==> src/rtl/msrv32_trap_ctrl.sv <==
// rtl/msrv32_trap_ctrl.sv - machine-mode trap controller for the msrv32 core
// Prioritises interrupts and exceptions, sequences trap entry and MRET return.
module msrv32_trap_ctrl (
   input  logic       clk_in,
   input  logic       reset_in,
   input  logic       illegal_instr_in,
   input  logic       misaligned_load_in,
   input  logic       misaligned_store_in,
   input  logic       misaligned_instr_in,
   input  logic       ecall_in,
   input  logic       ebreak_in,
   input  logic       mret_in,
   input  logic       mie_in,
   input  logic       meie_in,
   input  logic       mtie_in,
   input  logic       msie_in,
   input  logic       meip_in,
   input  logic       mtip_in,
   input  logic       msip_in,
   output logic       trap_taken_out,
   output logic [1:0] pc_src_out,
   output logic       flush_out,
   output logic       set_cause_out,
   output logic [3:0] cause_out,
   output logic       i_or_e_out,
   output logic       set_epc_out,
   output logic       instret_inc_out,
   output logic       mie_clear_out,
   output logic       mie_set_out
);

   typedef enum logic [1:0] {
      ST_RESET       = 2'b00,
      ST_OPERATING   = 2'b01,
      ST_TRAP_TAKEN  = 2'b10,
      ST_TRAP_RETURN = 2'b11
   } state_e;

   localparam logic [1:0] PC_BOOT = 2'b00;
   localparam logic [1:0] PC_EPC  = 2'b01;
   localparam logic [1:0] PC_TRAP = 2'b10;
   localparam logic [1:0] PC_NEXT = 2'b11;

   state_e     state_q, state_d;
   logic [3:0] cause_q, cause_d;
   logic       i_or_e_q, i_or_e_d;

   logic       operating;
   logic       irq_mei, irq_msi, irq_mti;
   logic       irq, exc;
   logic [3:0] irq_cause, exc_cause;

   assign operating = (state_q == ST_OPERATING);

   // Requests only count while operating; the flushed slot during trap/return is discarded.
   assign irq_mei = mie_in & meie_in & meip_in;
   assign irq_msi = mie_in & msie_in & msip_in;
   assign irq_mti = mie_in & mtie_in & mtip_in;
   assign irq     = operating & (irq_mei | irq_msi | irq_mti);
   assign exc     = operating & (illegal_instr_in | misaligned_load_in | misaligned_store_in |
                                 misaligned_instr_in | ecall_in | ebreak_in);

   always_comb begin
      irq_cause = 4'd7;
      if (irq_mei) begin
         irq_cause = 4'd11;
      end else if (irq_msi) begin
         irq_cause = 4'd3;
      end
   end

   always_comb begin
      exc_cause = 4'd4;
      if (misaligned_instr_in) begin
         exc_cause = 4'd0;
      end else if (illegal_instr_in) begin
         exc_cause = 4'd2;
      end else if (ebreak_in) begin
         exc_cause = 4'd3;
      end else if (ecall_in) begin
         exc_cause = 4'd11;
      end else if (misaligned_store_in) begin
         exc_cause = 4'd6;
      end
   end

   always_ff @(posedge clk_in or posedge reset_in) begin
      if (reset_in) begin
         state_q  <= ST_RESET;
         cause_q  <= 4'd0;
         i_or_e_q <= 1'b0;
      end else begin
         state_q  <= state_d;
         cause_q  <= cause_d;
         i_or_e_q <= i_or_e_d;
      end
   end

   always_comb begin
      state_d         = state_q;
      cause_d         = cause_q;
      i_or_e_d        = i_or_e_q;
      trap_taken_out  = 1'b0;
      pc_src_out      = PC_BOOT;
      flush_out       = 1'b0;
      set_cause_out   = 1'b0;
      set_epc_out     = 1'b0;
      instret_inc_out = 1'b0;
      mie_clear_out   = 1'b0;
      mie_set_out     = 1'b0;
      case (state_q)
         ST_RESET: begin
            pc_src_out = PC_BOOT;
            flush_out  = 1'b1;
            state_d    = ST_OPERATING;
         end
         ST_OPERATING: begin
            pc_src_out      = PC_NEXT;
            instret_inc_out = ~(irq | exc | mret_in);
            if (irq | exc) begin
               state_d  = ST_TRAP_TAKEN;
               cause_d  = irq ? irq_cause : exc_cause;
               i_or_e_d = irq;
            end else if (mret_in) begin
               state_d = ST_TRAP_RETURN;
            end
         end
         ST_TRAP_TAKEN: begin
            trap_taken_out = 1'b1;
            set_cause_out  = 1'b1;
            set_epc_out    = 1'b1;
            mie_clear_out  = 1'b1;
            pc_src_out     = PC_TRAP;
            flush_out      = 1'b1;
            state_d        = ST_OPERATING;
         end
         ST_TRAP_RETURN: begin
            mie_set_out = 1'b1;
            pc_src_out  = PC_EPC;
            flush_out   = 1'b1;
            state_d     = ST_OPERATING;
         end
      endcase
   end

   assign cause_out  = cause_q;
   assign i_or_e_out = i_or_e_q;

endmodule

==> config.mk <==
export PLATFORM = sky130hd
export DESIGN_NAME = msrv32_trap_ctrl
export DESIGN_NICKNAME = d
export VERILOG_FILES = /design/src/rtl/msrv32_trap_ctrl.sv
export SDC_FILE = /design/constraint.sdc
export NUM_CORES = 1
export LEC_CHECK = 0
export ABC_AREA = 1
export BUFFER_PORTS_ARGS = -buffer_cell sky130_fd_sc_hd__buf_2
export CAP_MARGIN = 10
export CORE_AREA = 4 4 41 43
export DETAILED_ROUTE_END_ITERATION = 8
export DIE_AREA = 0 0 45 47
export PLACE_DENSITY = 0.72
export SYNTH_ARGS = -nofsm -noshare
export SYNTH_HDL_FRONTEND = slang
export SYNTH_SLANG_ARGS = --single-unit
export TNS_END_PERCENT = 50
==> constraint.sdc <==
create_clock -name clk_in -period 1.7 [get_ports clk_in]
set_input_delay 0.34 -clock clk_in [delete_from_list [all_inputs] [get_ports clk_in]]
set_output_delay 0.34 -clock clk_in [all_outputs]
set_load 0.005 [all_outputs]
======== Word-level counts from Yosys, hierarchy flattened ========
Index checks and enable logic that the tools add are counted.
cells by class
  eq/ne operators ......................... 4
  muxes and demuxes ....................... 16
  bitwise operators ....................... 18
  reductions and logical operators ........ 3
operators by type and width
  kind                                                 number
  two-way mux 4 bit                                    6
  bitwise OR 1 bit                                     9
  AND 1 bit                                            8
  one-hot mux 2 bit (4 select lines)                   1
  two-way mux 2 bit                                    3
  equality test 2 bit, second input constant           2
  two-way mux 1 bit                                    4
  one-hot mux 2 bit (2 select lines)                   1
  two-way mux 3 bit                                    1
  != test 3 x 2 -> 1 bit, second input constant        1
  OR reduction 3 bit                                   1
  equality test 2 x 1 -> 1 bit, second input constant  1
  logical NOT 2 bit                                    1
  AND reduction 2 bit                                  1
  inverter 1 bit                                       1
storage, ports and cells
  register bits after elaboration ......... 7
  bits of input ports ..................... 16
  output and inout bits ................... 14
  word-level logic and storage cells ...... 44

======== Longest topological paths before layout ========
Gate-level depths: netlist (run 1).
  depth in word-level cells ............... 10
  mapped depth ............................ 6
  depth with buffers taken out ............ 6

======== Least setup slack after synthesis (run 1) ========
OpenSTA, ideal clock, no wires.
  path kind ............................... register to output
  start point ............................. reg state_q[1]
  end point ............................... out pc_src_out[0]
  arrival time ............................ 0.981 ns
  required time ........................... 1.360 ns
  slack ................................... 0.379 ns
  cell stages (with the launch flop) ...... 5
  path buffers ............................ 0
  path through ............................ dfrtp_1 -> inv_1 -> ha_1 -> nor2_1 -> nor2_1
between the ends
  longest elaborated chain between the ends .. 2
  elaborated cells on any way between the ends .. 5
  those cells by class .................... 3 x eq/ne; 1 x mux; 1 x reduce/logical
RTL lines
  item                                               RTL line  source
  from (decl)                                        44        state_e state_q, state_d;
  from (signal assigned)                             93        state_q <= state_d;
  equality test 2 bit, or another cell as far along  111       case (state_q)
  one-hot mux 2 bit (4 select lines) *               111
  to (decl)                                          21        output logic [1:0] pc_src_out,
Mark *: on every way between the ends. The rest lies on a longest branch, timed or not.

======== Worst setup path in the final report (run 1) ========
Same ends and word-level chain as after synthesis.

==> flow_summary.yaml, run 1 <==
setup_path:
  slowest_delay_ns: 0.40
  cp_top_family: "flip-flops"
  crit_chain: "inv_1 -> ha_2 -> nor2_1 -> nor2_1 -> buf_2"
  critical_path_class: "reg2out"
  slowest_stage: "dfrtp_1"
  start_kind: "flop"
  crit_top_cell: "nor2_1"
  cp.required_ns: 1.36
  path_buf_inv: 2
  crit_fanout: 4
  worst_setup_path_end_kind: "output pin"
  crit_arrival_ns: 1.21
placed_design:
  port-buffer-count: 29
  place_hpwl_um: 959
  place_congestion: 0.709
  dp_slack_ns: 0.259
detailed_routing:
  drtIter0Drc: 19
  wl_um: 1110
  antenna_left: 0
  vias_per_cell: 4.81
  num_vias: 515
  first_pass_iters: 4
  wire_per_inst_um: 10.4
  drc: 0
pwr:
  p_total_w: 0.000404
  p_leak_nw: 0.404
  switching_share_pct: 25.5
  power_frac_clock_pct: 36.2
  p_sw_w: 0.000103
  pwr-share-seq_pct: 45.2
  internal-power_w: 0.000301
  comb_power_share_pct: 18.6
  p_per_area_nw_per_um2: 583
  irDropWorstVdd_v: 0.000358
grt:
  grt_max_degree: 9
  track_usage_pct: 11.4
  grt.overflow.total: 0
  antenna_found_initial: 0
  grt_pass1_wl_um: 1810
  grt_pass1_vias: 488
floorplanning:
  initial_core_util_pct: 39.6
  fp.dieH_um: 47
  die_area_um2: 2120
  fp.coreArea_um2: 1300
  row_count: 13
  ios: 30
  die_x_um: 45
sta:
  worst_slack_ns: 0.146
  post-route-period-util_pct: 91.4
  finalSetupTns_ns: 0
  slew_violations: 0
  fmax_mhz: 643
  hold_ws_ns: 0.00614
  hold_viol: 0
  skew_ns: 0.00221
  max-slew-margin-rel_pct: 83.2
  setup_violations: 0
  grt_setup_unrepaired: "no"
  fin_crit_ns: 1.55
  worst_slew_pin_slew_ns: 0.251
clocking:
  cts_inserted_buffers: 3
  cts_hold_repair.buffers: 0
  cts_tree: "done"
  ctsHtreeMaxLevel: 1
  clk_pin_slew_ns: 0.05
  cts_sinks: 7
  cts-resized-gates: 0
  root_buffer: "clkbuf_4"
  worstSkewPairLatency_ns: 0.24
  post-cts-setup-buffers: 0
  clock_path_buffers: 2
synth:
  syn_area_um2: 515
  yosysUniqueCellTypes: 20
  ys_seq_area_share_pct: 34.0
  postSynthCellCount: 61
  synth_area_leaders: "dfrtp_1, ha_1, nand3_1"
  yosysTopAreaCellShare_pct: 34.0
  postSynthAreaPerCell_um2: 8.45
  synth-seq-cells: 7
  yosys_warnings: 0
  synthesis.nets: 81
  yosysTopAreaCell: "dfrtp_1"
final_layout:
  antenna_cells: 0
  layout_common_cells: "buf_2, nand3_1, nand2_1"
  fillers: 138
  nets: 113
  final_util_pct: 53.3
  drive_gt1_share_pct: 48.9
  area_growth_pct: 34.5
  final_common_cell: "buf_2"
min_path:
  hold_class: "in2async"
status:
  status: "completed"
job:
  drv_cap: 0
==> cell type report <==
type / instances / area, um^2 / area share, %
sequential: 7 / 175 / 25.3
multi-input combinational: 43 / 290 / 41.9
timing repair buffer: 30 / 153 / 22.0
tap: 15 / 18.8 / 2.71
clock buffer: 4 / 26.3 / 3.79
inverter: 8 / 30.0 / 4.33
==> synth_stat cells <==
cell type,number
nand3b_1,1
buf_4,3
nand3_4,1
ha_1,4
nor3_1,1
o211ai_1,1
nand2_1,8
and3b_1,1
a31oi_1,1
nor2_1,6
inv_2,2
a21oi_1,1
nand3_2,2
o21ai_0,1
nand3_1,9
nor2_4,2
dfrtp_1,7
nand2_2,2
inv_1,6
nand2_4,2
==> kinds of logic after synthesis <==
| kind of cell | count (synthesis) | share of synthesized area [%] |
|---|---|---|
| simple gates | 35 | 41.5 |
| buf+inv | 11 | 10.2 |
| flops | 7 | 34.0 |
| compound gates | 4 | 4.61 |
| fa+ha+maj | 4 | 9.71 |
==> stage by stage <==
stage,cells,instance area (um^2)
after floorplan,61,515
after global placement,103,664
after detailed placement,103,664
after CTS,107,691
after global routing,107,693
final,107,693
==> worst paths after layout <==
path / start / end / slack (ns) / cells past startpoint
setup / recovery: state_q[1] / pc_src_out[0] / 0.15 / 5
min in group clk_in: mret_in / state_q[0] / 0.35 / 3
hold reg to reg: i_or_e_out / i_or_e_out / 0.46 / 2
max in group asynchronous: reset_in / cause_out[2] / 1.49 / 2
setup reg to reg: state_q[1] / cause_out[3] / 0.42 / 6
hold / removal: reset_in / i_or_e_out / 0.006 / 2
==> state kept, by name (all words and copies together), names as in the netlist <==
signal      flops
cause_out       4
state_q         2
i_or_e_out      1
==> power groups by stage <==
stage | combinational (W) | sequential (W) | clock [W]
finish | 0.0000752 | 0.000182 | 0.000146
floorplan | 0.0000361 | 0.000186 | 0
global placement | 0.0000738 | 0.000185 | 0
global route | 0.0000851 | 0.000183 | 0.000161
CTS | 0.0000767 | 0.000182 | 0.000150
detailed placement | 0.0000766 | 0.000185 | 0
==> per-layer routing <==
layer / vias to the layer above / track usage, % / part of all wire [%]
met2: 17 / 21.8 / 57
li1: 261 / - / -
met3: 0 / 2.30 / 4.9
met5: - / 0 / 0
met4: 0 / 3.51 / 0
met1: 237 / 12.6 / 38
Power figures use the tool's default switching activity.
==> inputs of run 2 (changes only) <==
REMOVE_ABC_BUFFERS = 1   (was unset)
clock period = 1.6 ns   (was 1.7 ns; I/O delays follow)
==> run 2 against run 1 <==
Net effect: first-iteration DRC count is 63% lower; clock power about the same; clock skew shrank 0.0011 ns; the run now ends with negative hold slack left; critical path depth shrank 2; combinational power increased by 4.7%; register-to-register slack worse by 0.04 ns; largest cell class unchanged; via count is 3.9% lower; global-route usage fell by 1.4 points; count of clock-buffer cells in the layout unchanged; routed wire length is 12% lower.
==> flow_summary.yaml, run 2 (same netlist as run 1, synthesis figures left out) <==
sta:
  finalSetupTns_ns: 0
  fin_crit_ns: 1.49
  setup_violations: 0
  skew_ns: 0.00114
  max-slew-margin-rel_pct: 83.2
  hold_viol: 7
  fmax_mhz: 672
  worst_slack_ns: 0.112
  hold_ws_ns: -0.00572
  post-route-period-util_pct: 93.0
  slew_violations: 0
  grt_setup_unrepaired: "no"
  worst_slew_pin_slew_ns: 0.252
setup_path:
  reg2reg_slack_ns: 0.38
  crit_fanout: 4
  r2r-end: "cause_out[3]"
  critical_path_class: "reg2out"
  cp.required_ns: 1.28
  endpoint: "pc_src_out[1]"
  crit_arrival_ns: 1.17
  worst_setup_path_end_kind: "output pin"
  crit_path_start: "state_q[0]"
  r2r_start: "state_q[1]"
  r2r.worst_path.cells: 6
  start_kind: "flop"
placed_design:
  place_hpwl_um: 879
  place_congestion: 0.727
  dp_slack_ns: 0.197
  port-buffer-count: 29
detailed_routing:
  drtIter0Drc: 7
  wire_per_inst_um: 9.19
  num_vias: 495
  antenna_left: 0
  drc: 0
  first_pass_iters: 4
  wl_um: 983
  vias_per_cell: 4.63
final_layout:
  final_common_cell: "buf_2"
  antenna_cells: 0
  layout_common_cells: "buf_2, nand3_1, nand2_1"
  drive_gt1_share_pct: 48.9
  nets: 113
  largest_register_ffs: 4
  area_growth_pct: 36.4
status:
  status: "finished, violations left"
  violations: "negative hold slack"
grt:
  grt_pass1_wl_um: 1620
  grt_util_met2_pct: 18.4
  grt_pass1_vias: 417
  grtUsageMet3_pct: 2.30
  antenna_found_initial: 0
  grt.overflow.total: 0
  gr-usage-met1_pct: 11.9
  track_usage_pct: 9.96
  grt_max_degree: 9
  top_usage_layer: "met2"
clocking:
  cts_inserted_buffers: 3
  cts_sinks: 7
  ctsHtreeMaxLevel: 1
  cts_hold_repair.buffers: 0
  worstSkewPairLatency_ns: 0.24
  post-cts-setup-buffers: 0
  clock_path_buffers: 2
  cts_tree: "done"
  root_buffer: "clkbuf_4"
  clk_pin_slew_ns: 0.05
floorplanning:
  row_count: 13
  die_x_um: 45
  fp.coreArea_um2: 1300
  fp.dieH_um: 47
  initial_core_util_pct: 39.6
  ios: 30
  die_area_um2: 2120
job:
  drv_cap: 0
pwr:
  p_leak_nw: 0.406
  irDropWorstVdd_v: 0.000320
  p_per_area_nw_per_um2: 600
min_path:
  hold_class: "in2async"
[run 2: final cells by class]
class	instances	area [um^2]
repair buffers	30	153
fillers	122	598
clock buffers	4	26.3
well taps	15	18.8
multi-input cells	43	300
flip-flops and latches	7	175
inverters	8	30.0
[run 2: worst max-delay path, stage by stage (launching register included)]
cell and delay [ns]:
dfrtp_1 0.42, inv_1 0.09, ha_1 0.29, buf_2 0.13
[run 2: worst min path at each step]
stage / from / endpoint / slack [ns] / cells after the start
after floorplan: reset_in / cause_out[0] / 0.12 / 1
after global placement: reset_in / i_or_e_out / 0.25 / 2
after detailed placement: reset_in / cause_out[0] / 0.25 / 2
after CTS: reset_in / cause_out[2] / 0.0001 / 2
after global routing: reset_in / state_q[0] / 0.01 / 2
final: reset_in / cause_out[0] / -0.006 / 2
[run 2: per-layer routing]
layer	share of wire, %	vias to the layer above
li1	-	259
met1	40	215
met3	10	0
met4	0	0
met5	0	-
met2	50	21
[run 2: report_power, final]
part,switching (W),internal (W)
clock,0.0000545,0.0000945
combinational,0.0000425,0.0000362
sequential,0.00000536,0.000189
[run 2: repair_timing]
action	CTS	global route
gates resized for setup	0	2
endpoints found under the setup margin	0	2
endpoints found under the hold margin	0	0
[run 2: stage by stage]
stage,instance area [um^2],cells,total power [W],utilization [%]
floorplan,493,58,0.000236,-
global placement,664,103,0.000275,51.1
detailed placement,664,103,0.000278,51.1
CTS,691,107,0.000428,53.1
global route,703,107,0.000450,54.0
finish,703,107,0.000422,54.0
